**config.mk**
```make
export PLATFORM = sky130hd
export DESIGN_NAME = pipo_rr_ctrl
export DESIGN_NICKNAME = d
export VERILOG_FILES = /design/src/rtl/pipo_pkg.sv /design/src/rtl/pipo_rr_ctrl_rr_pick.sv /design/src/rtl/pipo_rr_ctrl.sv
export SDC_FILE = /design/constraint.sdc
export NUM_CORES = 1
export LEC_CHECK = 0
export ABC_AREA = 1
export CAP_MARGIN = 10
export CORE_MARGIN = 2
export CORE_UTILIZATION = 40
export CTS_CLUSTER_SIZE = 12
export DETAILED_ROUTE_END_ITERATION = 10
export DONT_BUFFER_PORTS = 1
export MAX_ROUTING_LAYER = met4
export PLACE_DENSITY = 0.54
export SKIP_CTS_REPAIR_TIMING = 1
export SYNTH_ARGS = -nofsm -noshare
export SYNTH_HDL_FRONTEND = slang
export SYNTH_SLANG_ARGS = --single-unit
```
**constraint.sdc**
```tcl
create_clock -name clk -period 2.8 [get_ports clk]
set_input_delay 0.56 -clock clk [delete_from_list [all_inputs] [get_ports clk]]
set_output_delay 0.56 -clock clk [all_outputs]
set_load 0.02 [all_outputs]
```
**src/rtl/pipo_pkg.sv**
```systemverilog
// Shared types and sizing helpers for the round-robin PIPO write controller.
package pipo_pkg;

  typedef enum logic {
    IDLE = 1'b0,
    HOLD = 1'b1
  } state_t;

  localparam int HOLD_W = 8;

  function automatic int owner_w(input int n);
    int w;
    w = $clog2(n);
    return (w < 1) ? 1 : w;
  endfunction

endpackage

```
**src/rtl/pipo_rr_ctrl_rr_pick.sv**
```systemverilog
// Rotating-priority encoder: first set request at or after ptr, wrapping modulo NREQ.
module rr_pick
  import pipo_pkg::*;
#(
  parameter int NREQ = 4
) (
  input  logic [NREQ-1:0]          req,
  input  logic [owner_w(NREQ)-1:0] ptr,
  output logic [owner_w(NREQ)-1:0] win,
  output logic                     any
);

  localparam int OWNER_W = owner_w(NREQ);

  logic [4:0] idx;

  // Scan offsets from the far end back towards ptr so the closest hit is written last.
  always_comb begin
    win = '0;
    any = 1'b0;
    idx = '0;
    for (int k = NREQ - 1; k >= 0; k--) begin
      idx = 5'(ptr) + 5'(k);
      if (idx >= 5'(NREQ)) idx = idx - 5'(NREQ);
      if (req[OWNER_W'(idx)]) begin
        win = OWNER_W'(idx);
        any = 1'b1;
      end
    end
  end

endmodule

```
**src/rtl/pipo_rr_ctrl.sv**
```systemverilog
// Round-robin write controller sharing one holding register among NREQ requesters,
// holding each captured word for HOLD_CYCLES cycles before arbitrating again.
module pipo_rr_ctrl
  import pipo_pkg::*;
#(
  parameter int WIDTH       = 4,
  parameter int NREQ        = 4,
  parameter int HOLD_CYCLES = 2
) (
  input  logic                     clk,
  input  logic                     rst,
  input  logic                     clr,
  input  logic [NREQ-1:0]          req,
  input  logic [NREQ*WIDTH-1:0]    req_data,
  output logic [NREQ-1:0]          grant,
  output logic [WIDTH-1:0]         q,
  output logic                     q_valid,
  output logic [owner_w(NREQ)-1:0] q_owner,
  output logic                     busy
);

  localparam int                  OWNER_W   = owner_w(NREQ);
  localparam logic [HOLD_W-1:0]   HOLD_LOAD = HOLD_W'(HOLD_CYCLES - 1);
  localparam logic [OWNER_W-1:0]  LAST      = OWNER_W'(NREQ - 1);

  state_t              state;
  logic [OWNER_W-1:0]  rr_ptr;
  logic [HOLD_W-1:0]   hold_cnt;
  logic [OWNER_W-1:0]  win;
  logic                any;
  logic [WIDTH-1:0]    win_data;
  logic [NREQ-1:0]     win_onehot;

  rr_pick #(
    .NREQ(NREQ)
  ) u_pick (
    .req (req),
    .ptr (rr_ptr),
    .win (win),
    .any (any)
  );

  // Constant-index mux keeps the data select free of variable part-selects.
  always_comb begin
    win_data   = '0;
    win_onehot = '0;
    for (int i = 0; i < NREQ; i++) begin
      if (win == OWNER_W'(i)) begin
        win_data      = req_data[i*WIDTH +: WIDTH];
        win_onehot[i] = 1'b1;
      end
    end
  end

  always_ff @(posedge clk) begin
    if (rst) begin
      state    <= IDLE;
      rr_ptr   <= '0;
      hold_cnt <= '0;
      q        <= '0;
      q_valid  <= 1'b0;
      q_owner  <= '0;
      grant    <= '0;
      busy     <= 1'b0;
    end else if (clr) begin
      // Flush aborts any hold; the pointer keeps its place so fairness survives a flush.
      state   <= IDLE;
      q       <= '0;
      q_valid <= 1'b0;
      grant   <= '0;
      busy    <= 1'b0;
    end else begin
      grant <= '0;
      unique case (state)
        IDLE: begin
          if (any) begin
            q        <= win_data;
            q_owner  <= win;
            q_valid  <= 1'b1;
            grant    <= win_onehot;
            rr_ptr   <= (win == LAST) ? '0 : win + 1'b1;
            hold_cnt <= HOLD_LOAD;
            state    <= HOLD;
            busy     <= 1'b1;
          end
        end
        HOLD: begin
          if (hold_cnt == '0) begin
            state <= IDLE;
            busy  <= 1'b0;
          end else begin
            hold_cnt <= hold_cnt - 1'b1;
          end
        end
        default: state <= IDLE;
      endcase
    end
  end

  a_grant_onehot: assert property (@(posedge clk) disable iff (rst) $onehot0(grant));
  a_busy_valid:   assert property (@(posedge clk) disable iff (rst) busy |-> q_valid);

endmodule

```
[After elaboration in Yosys (flattened, before gate mapping)]
Index checks and enable logic that the tools add are counted.
Storage, ports and cells
  bits in registers: 23
  input bits: 23
  output and inout bits: 12
  logic and storage cells: 80
Cells by class
  add/sub/neg operators: 9
  $lt $le $gt $ge: 8
  equality and inequality tests: 6
  multiplexer cells: 38
  bitwise logic cells: 3
  reductions and logical operators: 8
Operator list (number)
  two-way mux 2 bit: 9
  two-way mux 1 bit: 16
  two-way mux 4 bit: 4
  two-way mux 8 bit: 2
  one-hot mux 8 bit (2 select lines): 1
  less-than comparator 2 x 3 -> 1 bit (second input constant): 4
  greater-or-equal comparator 3 bit (second input constant): 3
  binary-select mux 1 bit (select 2 bit): 4
  logical NOT 8 bit: 1
  subtractor 2 x 1 -> 2 bit (second input constant): 4
  subtractor 8 x 1 -> 8 bit (second input constant): 1
  adder 2 x 2 -> 3 bit (second input constant): 2
  AND reduction 3 bit: 2
  equality test 2 bit (second input constant): 2
  inequality test 2 bit (second input constant): 2
  one-hot mux 1 bit (2 select lines): 2
  AND reduction 2 bit: 2
  OR reduction 4 bit: 1
  adder 2 x 1 -> 3 bit (second input constant): 1
  greater-or-equal comparator 2 x 3 -> 1 bit (second input constant): 1
  NOT 1 bit: 3
  adder 2 x 1 -> 2 bit (second input constant): 1
  equality test 2 x 1 -> 1 bit (second input constant): 1
  logical NOT 2 bit: 1
  other kinds (2): 2

[Logic depth before layout (Yosys ltp)]
Gate-level depths: netlist of run 1.
  depth after elaboration: 14
  gate-level depth with buffers: 17
  gate-level depth less buffers: 16

[Modules after synthesis]
From an unflattened synthesis of run 1, not the netlist that was laid out.
Unflattened totals
  cell total of the unflattened synthesis: 210
  area total of the unflattened synthesis: 1383.8 µm²
By module, submodules not included
  pipo_rr_ctrl: instances 1, cells each 166, area an instance 1168.6 µm², sequential area each 460.4 µm²
  rr_pick: instances 1, cells each 44, area an instance 215.2 µm², sequential area each 0.0 µm²

[Worst setup path after synthesis of run 1]
OpenSTA, ideal clock, no wires.
  path kind: input port to flip-flop
  from: input req[0]
  to: register q[2]
  setup time: 0.116 ns
  arrival time: 1.906 ns
  data required time: 2.684 ns
  path slack: 0.778 ns
  cell stages on the path: 15
  buffers on the path: 0
  cell sequence: nand2_1 nand2_2 nand2_2 nand3_1 o21ai_0 nand2_1 nand2_1 inv_1 ha_1 a21oi_1 nand2_1 o21ai_0 o21ai_0 o21ai_0 nor2_1
On the way
  word-level cells in the longest chain between the ends: 11
  elaborated cells between the ends (all ways): 25
  classes of those cells: 3 x eq/ne; 20 x mux; 2 x reduce/logical
RTL lines
  start, declared: line pipo_rr_ctrl.sv:13  | input logic [NREQ-1:0] req,
  binary-select mux 1 bit (select 2 bit): line pipo_rr_ctrl_rr_pick.sv:25  | if (req[OWNER_W'(idx)]) begin
  two-way mux 1 bit (not written as such): line pipo_rr_ctrl_rr_pick.sv:25
  two-way mux 2 bit (3 in series): line pipo_rr_ctrl_rr_pick.sv:25
  two-way mux 2 bit *: line pipo_rr_ctrl_rr_pick.sv:25
  named net u_pick.win[1]: line pipo_rr_ctrl_rr_pick.sv:9  | output logic [owner_w(NREQ)-1:0] win,
  logical NOT 2 bit: line pipo_rr_ctrl.sv:48  | if (win == OWNER_W'(i)) begin
  two-way mux 4 bit (3 in series): line pipo_rr_ctrl.sv:48
  two-way mux 4 bit *: line pipo_rr_ctrl.sv:48
  end signal, assigned: line pipo_rr_ctrl.sv:77  | q <= win_data;
  end, declared: line pipo_rr_ctrl.sv:16  | output logic [WIDTH-1:0] q,
The timed path passes the listed nets; every way through them passes the cells marked *. The select of a mux whose other input is x is not followed.
A chain may end at the register's enable or synchronous reset.

[Worst setup path after layout of run 1]
  from: register rr_ptr[0]
  to: register q[1]
On the way
  word-level cells in the longest chain between the ends: 14
  elaborated cells between the ends (all ways): 40
  classes of those cells: 7 x add/sub; 4 x order compare; 3 x eq/ne; 24 x mux; 2 x reduce/logical
RTL lines
  start, declared: line pipo_rr_ctrl.sv:27  | logic [OWNER_W-1:0] rr_ptr;
  start signal, assigned: line pipo_rr_ctrl.sv:81  | rr_ptr <= (win == LAST) ? '0 : win + 1'b1;
  adder 2 x 2 -> 3 bit: line pipo_rr_ctrl_rr_pick.sv:23  | idx = 5'(ptr) + 5'(k);
  greater-or-equal comparator 3 bit or subtractor 2 x 1 -> 2 bit (tied branches): line pipo_rr_ctrl_rr_pick.sv:24  | if (idx >= 5'(NREQ)) idx = idx - 5'(NREQ);
  two-way mux 2 bit: line pipo_rr_ctrl_rr_pick.sv:24
  binary-select mux 1 bit (select 2 bit): line pipo_rr_ctrl_rr_pick.sv:25
  two-way mux 1 bit (not written as such): line pipo_rr_ctrl_rr_pick.sv:25
  two-way mux 2 bit (3 in series): line pipo_rr_ctrl_rr_pick.sv:25
  two-way mux 2 bit *: line pipo_rr_ctrl_rr_pick.sv:25
  named net u_pick.win[0]: line pipo_rr_ctrl_rr_pick.sv:9
  logical NOT 2 bit: line pipo_rr_ctrl.sv:48
  two-way mux 4 bit (3 in series): line pipo_rr_ctrl.sv:48
  two-way mux 4 bit *: line pipo_rr_ctrl.sv:48
Marks and branches as above.

==> impl_metrics.env, run 1 <==
export IMPL_outcome="finished, final reports clean"
export IMPL_yosysTopAreaCell="dfxtp_1"
export IMPL_core_area_mm2=0.00339
export IMPL_cts_path_max_buffers=2
export IMPL_io_pins=35
export IMPL_peakVddDrop_v=0.000308
export IMPL_via_count=1313
export IMPL_initial_core_util_pct=42.2
export IMPL_total_power_w=0.00113
export IMPL_reg2reg_depth=15
export IMPL_finalSetupViolations=0
export IMPL_timing_hold_worst_path_depth=1
export IMPL_relSlewSlack_pct=75.1
export IMPL_r2r_end="q[1]"
export IMPL_p_leak_nw=0.708
export IMPL_layout_common_cells="46 x nand2_1, 32 x nor2_1, 23 x dfxtp_1"
export IMPL_layout_commonest_cell="nand2_1"
export IMPL_maxCapViolations=0
export IMPL_fp_dieW_um=63.8
export IMPL_period_minus_slack_ns=2.41
export IMPL_grt_pass1_wl_um=5660
export IMPL_drc_errors=0
export IMPL_crit_chain="nand2_1, nand3_1, nand2_1, nand3_1, nand2_1, nand2_1, nand2_1, ha_1, inv_1, nand3_1, nand2_1, o21ai_0, o21ai_0, nand3_1, a21oi_1"
export IMPL_hold_viol=0
export IMPL_cts_tree="done"
export IMPL_synthCells=220
export IMPL_synth_seq_area_share_pct=32.2
export IMPL_grt_max_degree=15
export IMPL_power_density_mw_per_mm2=751
export IMPL_rsz0062_at_grt="no"
export IMPL_start_kind="register"
export IMPL_fin_nets=251
export IMPL_cts_root_buf="clkbuf_4"
export IMPL_row_count=21
export IMPL_post_route_period_util_pct=86.0
export IMPL_holdPathEnd="q_owner[0]"
export IMPL_endpoint_kind="register"
export IMPL_critPathArrivalTime_ns=2.67
export IMPL_timing_fmax_mhz=415
export IMPL_skew_ns=0.00685
export IMPL_antenna_found_initial=0
export IMPL_synth_top_area_share_pct=32.2
export IMPL_synth_distinct_cells=22
export IMPL_worst_pin_slew_ns=0.373
export IMPL_drtAntennaViolNets=0
export IMPL_path_clk_slew_ns=0.15
export IMPL_r2r_start="rr_ptr[0]"
export IMPL_crit_type="reg -> reg"
export IMPL_synthTopCellsByArea="dfxtp_1 32%, nand2_1 12%, nor2_1 8.4%, nand3_1 7.7%, a21oi_1 5.9%"
export IMPL_yosysWarnings=0
export IMPL_crit_top_cell="nand2_1"
export IMPL_setup_tns_ns=0
export IMPL_grt_pass1_vias=1333
export IMPL_final_layout_size_suffix_gt1_share_pct=13.1
export IMPL_synth_seq_cells=23
export IMPL_gp_congestion=0.815
export IMPL_wire_per_inst_um=12.5
export IMPL_hp_start="rst"
export IMPL_crit_path_max_fanout=9
export IMPL_cp_required_ns=3.06
export IMPL_cts_buffers=3
export IMPL_syn2layout_area_growth_pct=4.63
export IMPL_finalMaxSlewViolations=0
export IMPL_syn_area_mm2=0.00143
export IMPL_clkSinkCount=23
export IMPL_hpwl_um=2620
export IMPL_drtPass1Iterations=4
export IMPL_fp_dieArea_mm2=0.00407
export IMPL_htree_levels=1
export IMPL_grt_util_all_layers_pct=17.7
export IMPL_avgSynthCellArea_um2=6.51
export IMPL_hold_path_class="in -> reg"
export IMPL_portBuffers=0
export IMPL_drt_iter0_drc=65
export IMPL_clkLatencyLatePin_ns=0.32
export IMPL_grt_overflow_total=0
export IMPL_vias_per_cell=4.92
export IMPL_detail_route_wirelength_um=3340
export IMPL_insertedDiodeCount=0
export IMPL_rrSetupSlack_ns=0.39
export IMPL_die_y_um=63.8
export IMPL_syn_num_nets=249
export IMPL_critPathMaxStageDelay_ns=0.57
export IMPL_crit_slowest_cell="dfxtp_1"
[area by class of cell]
type                    count  area, µm²
well taps                  46       57.6
clock buffers               3       22.5
inverters                  28        110
multi-input cells         166        842
fillers                   366       1890
clock inverters             1       5.00
flip-flops and latches     23        460
[synthesized netlist by cell type]
master,count
dfxtp_1,23
nand3_1,22
buf_6,1
or2_2,1
xor2_1,2
inv_6,1
buf_1,2
nor3_1,2
nor2_1,32
nand2_4,3
inv_1,22
nand2_2,12
o21ai_0,15
nor2_4,1
ha_1,6
nand2_1,46
nand3_4,1
a21oi_1,17
inv_2,5
nand4_1,1
o21ai_1,4
nor2_2,1
[kinds of logic after synthesis]
group / count (synthesis) / share of synthesized area [%]
simple gates: 122 / 39.8
compound gates: 36 / 12.6
buf+inv: 31 / 9.00
flops: 23 / 32.2
fa+ha+maj: 6 / 5.24
xor+xnor: 2 / 1.22
[worst max path at each step]
stage	startpoint	endpoint	slack, ns
floorplan	req[0]	q[2]	0.78
global placement	req[1]	q[1]	0.46
detailed placement	rr_ptr[0]	q[3]	0.46
CTS	rr_ptr[0]	q[3]	0.43
global route	rr_ptr[0]	q[1]	0.11
finish	rr_ptr[0]	q[1]	0.39
[sequential cells by signal (all words and copies together), names as in the netlist]
signal,count
hold_cnt,8
rr_ptr,2
busy,1
state,1
q_valid,1
q_owner,2
q,4
grant,4
[where the power goes]
part	switching, W	internal (W)
Sequential	0.0000726	0.000373
Combinational	0.000334	0.000178
Clock	0.000114	0.0000535
[metal layers]
| metal | vias up | global-route usage (%) | wire length, µm | share of wire (%) |
|---|---|---|---|---|
| met5 | - | - | 0 | 0 |
| met3 | 2 | 4.23 | 146 | 4.4 |
| met4 | 0 | 4.62 | 16 | 0.48 |
| li1 | 704 | - | - | - |
| met2 | 22 | 29.9 | 1640 | 49 |
| met1 | 585 | 21.1 | 1550 | 46 |
[per-stage QoR]
step                      cells  instance area, µm²  utilization [%]  setup slack, ns  hold WS [ns]
after floorplan             220                1430                -            0.778         0.454
final                       267                1500             44.2            0.392         0.278
after global routing        267                1500             44.2            0.111         0.266
after CTS                   267                1500             44.2            0.428         0.272
after global placement      263                1470             43.4            0.458         0.474
after detailed placement    263                1470             43.4            0.462         0.473
[worst max-delay path, delay by kind of cell, from the launching register on]
| kind | cells | cell delay [ns] |
|---|---|---|
| flip-flops | 1 | 0.57 |
| buffers and inverters | 1 | 0.14 |
| adder cells (fa/ha/maj) | 1 | 0.28 |
| AND/OR/NAND/NOR | 10 | 0.99 |
| AO/OA/AOI/OAI | 3 | 0.38 |
Note: power is estimated with default switching activity, not from simulation.
==> run 2: changes to the inputs <==
CAP_MARGIN = default   (was 10)
==> results of run 2 <==
Same layout as run 1: the final DEF is identical, and so are final timing and power.
==> run 3: changes to the inputs <==
--- a/config.mk
+++ b/config.mk
@@ -7,7 +7,8 @@
 export LEC_CHECK = 0
 export ABC_AREA = 1
+export CAP_MARGIN = 20
 export CORE_MARGIN = 2
 export CORE_UTILIZATION = 40
-export CTS_CLUSTER_SIZE = 12
+export CTS_CLUSTER_SIZE = 8
 export DETAILED_ROUTE_END_ITERATION = 10
 export DONT_BUFFER_PORTS = 1
==> constraint.sdc (replaced) <==
create_clock -name clk -period 2.8 [get_ports clk]
set_input_delay 0.56 -clock clk [delete_from_list [all_inputs] [get_ports clk]]
set_output_delay 0.56 -clock clk [all_outputs]
set_load 0.005 [all_outputs]
==> run 3 against run 2 <==
Compared with the run above: worst hold slack improved by 0.0087 ns; clock-buffer cell count did not move; combinational power barely moved; critical path depth did not move; die area did not move; power fell by 3.3%; register-to-register slack improved by 0.06 ns; non-clock buffer count did not move; clock power fell by 4%.
==> impl_metrics.env, run 3 (same netlist as run 1, synthesis figures left out) <==
export IMPL_power_frac_seq_pct=38.3
export IMPL_core_area_mm2=0.00339
export IMPL_power_density_mw_per_mm2=726
export IMPL_finalMaxSlewViolations=0
export IMPL_cts_root_buf="clkbuf_4"
export IMPL_maxCapViolations=0
export IMPL_timing_fmax_mhz=426
export IMPL_grt_pass1_vias=1336
export IMPL_p_leak_nw=0.708
export IMPL_die_y_um=63.8
export IMPL_p_sw_w=0.000483
export IMPL_rsz0062_at_grt="no"
export IMPL_setup_tns_ns=0
export IMPL_fillCellCount=379
export IMPL_outcome="finished, final reports clean"
export IMPL_drtAntennaViolNets=0
export IMPL_htree_levels=1
export IMPL_relSlewSlack_pct=75.5
export IMPL_detail_route_wirelength_um=3260
export IMPL_endpoint_kind="register"
export IMPL_clkSinkCount=23
export IMPL_hpwl_um=2620
export IMPL_top_register="hold_cnt"
export IMPL_hold_path_class="in -> reg"
export IMPL_hold_viol=0
export IMPL_gp_congestion=0.811
export IMPL_skew_ns=0.000872
export IMPL_final_layout_size_suffix_gt1_share_pct=13.1
export IMPL_crit_type="reg -> reg"
export IMPL_grt_overflow_total=0
export IMPL_drt_iter0_drc=60
export IMPL_grt_util_all_layers_pct=18.0
export IMPL_grt_pass1_wl_um=5780
export IMPL_fin_nets=251
export IMPL_antenna_found_initial=0
export IMPL_syn2layout_area_growth_pct=4.63
export IMPL_vias_per_cell=4.91
export IMPL_cts_tree="done"
export IMPL_hold_slack_ns=0.286
export IMPL_layout_commonest_cell="nand2_1"
export IMPL_swShare_pct=44.4
export IMPL_clkLatencyLatePin_ns=0.31
export IMPL_drc_errors=0
export IMPL_worst_pin_slew_ns=0.367
export IMPL_fp_dieW_um=63.8
export IMPL_largest_register_ffs=8
export IMPL_drtPass1Iterations=4
export IMPL_fin_area_mm2=0.00150
export IMPL_cp_required_ns=3.06
export IMPL_path_clk_slew_ns=0.13
export IMPL_reg_top3="hold_cnt (8), grant (4), q (4)"
export IMPL_fp_dieArea_mm2=0.00407
export IMPL_grt_max_degree=15
export IMPL_peakVddDrop_v=0.000267
export IMPL_critPathArrivalTime_ns=2.61
export IMPL_crit_path_max_fanout=9
export IMPL_row_count=21
export IMPL_cts_buffers=3
export IMPL_post_route_period_util_pct=83.8
export IMPL_start_kind="register"
export IMPL_utilization_pct=44.2
export IMPL_intPower_w=0.000605
export IMPL_io_pins=35
export IMPL_via_count=1311
export IMPL_period_minus_slack_ns=2.35
export IMPL_pwr_share_comb_pct=46.9
export IMPL_initial_core_util_pct=42.2
export IMPL_layout_common_cells="46 x nand2_1, 32 x nor2_1, 23 x dfxtp_1"
export IMPL_dpl_cell_area_mm2=0.00147
export IMPL_layout_setup_ws_ns=0.455
export IMPL_finalSetupViolations=0
export IMPL_preCtsSetupSlack_ns=0.487
export IMPL_clockPowerShare_pct=14.8
export IMPL_cts_path_max_buffers=2
export IMPL_wire_per_inst_um=12.2
export IMPL_portBuffers=0
export IMPL_insertedDiodeCount=0
run 3: area by class of cell:
cell class / instances / area (µm²) / area share, %
clock buffer: 3 / 22.5 / 1.50
clock inverter: 1 / 5.00 / 0.334
multi-input combinational: 166 / 842 / 56.2
inverter: 28 / 110 / 7.35
sequential: 23 / 460 / 30.7
tap: 46 / 57.6 / 3.84
run 3: worst paths after layout:
kind,start,to,slack (ns),cells after the start
setup / recovery,rr_ptr[0],q[1],0.45,15
hold / removal,rst,hold_cnt[5],0.29,1
setup reg to reg,rr_ptr[0],q[1],0.45,15
hold reg to reg,q_valid,q_valid,0.49,2
run 3: per-stage QoR:
step	std cells	total power, W
global placement	263	0.000927
floorplan	220	0.000838
finish	267	0.00109
detailed placement	263	0.000935
CTS	267	0.00110
global route	267	0.00121
run 3: worst max-delay path, cell delays in order (launching register included):
cell	delay [ns]
dfxtp_1	0.55
nand2_1	0.15
nand3_1	0.12
nand2_1	0.06
nand3_1	0.09
nand2_1	0.07
nand2_1	0.06
nand2_1	0.12
ha_1	0.28
inv_1	0.14
nand3_1	0.09
nand2_1	0.07
o21ai_0	0.07
o21ai_0	0.17
nand3_1	0.11
a21oi_1	0.14
run 3: power groups by stage:
stage	Sequential [W]	Clock, W	Combinational (W)
floorplan	0.000409	0	0.000429
global placement	0.000425	0	0.000502
detailed placement	0.000425	0	0.000510
CTS	0.000418	0.000168	0.000513
global route	0.000424	0.000181	0.000601
finish	0.000417	0.000161	0.000510
run 3: metal layers:
| layer | GRT usage [%] | up-vias | routed length, µm | part of all wire [%] |
|---|---|---|---|---|
| met4 | 4.62 | 0 | 29 | 0.89 |
| met5 | - | - | 0 | 0 |
| met3 | 4.23 | 4 | 163 | 5.0 |
| li1 | - | 703 | - | - |
| met2 | 30.6 | 26 | 1610 | 49 |
| met1 | 21.5 | 578 | 1450 | 45 |
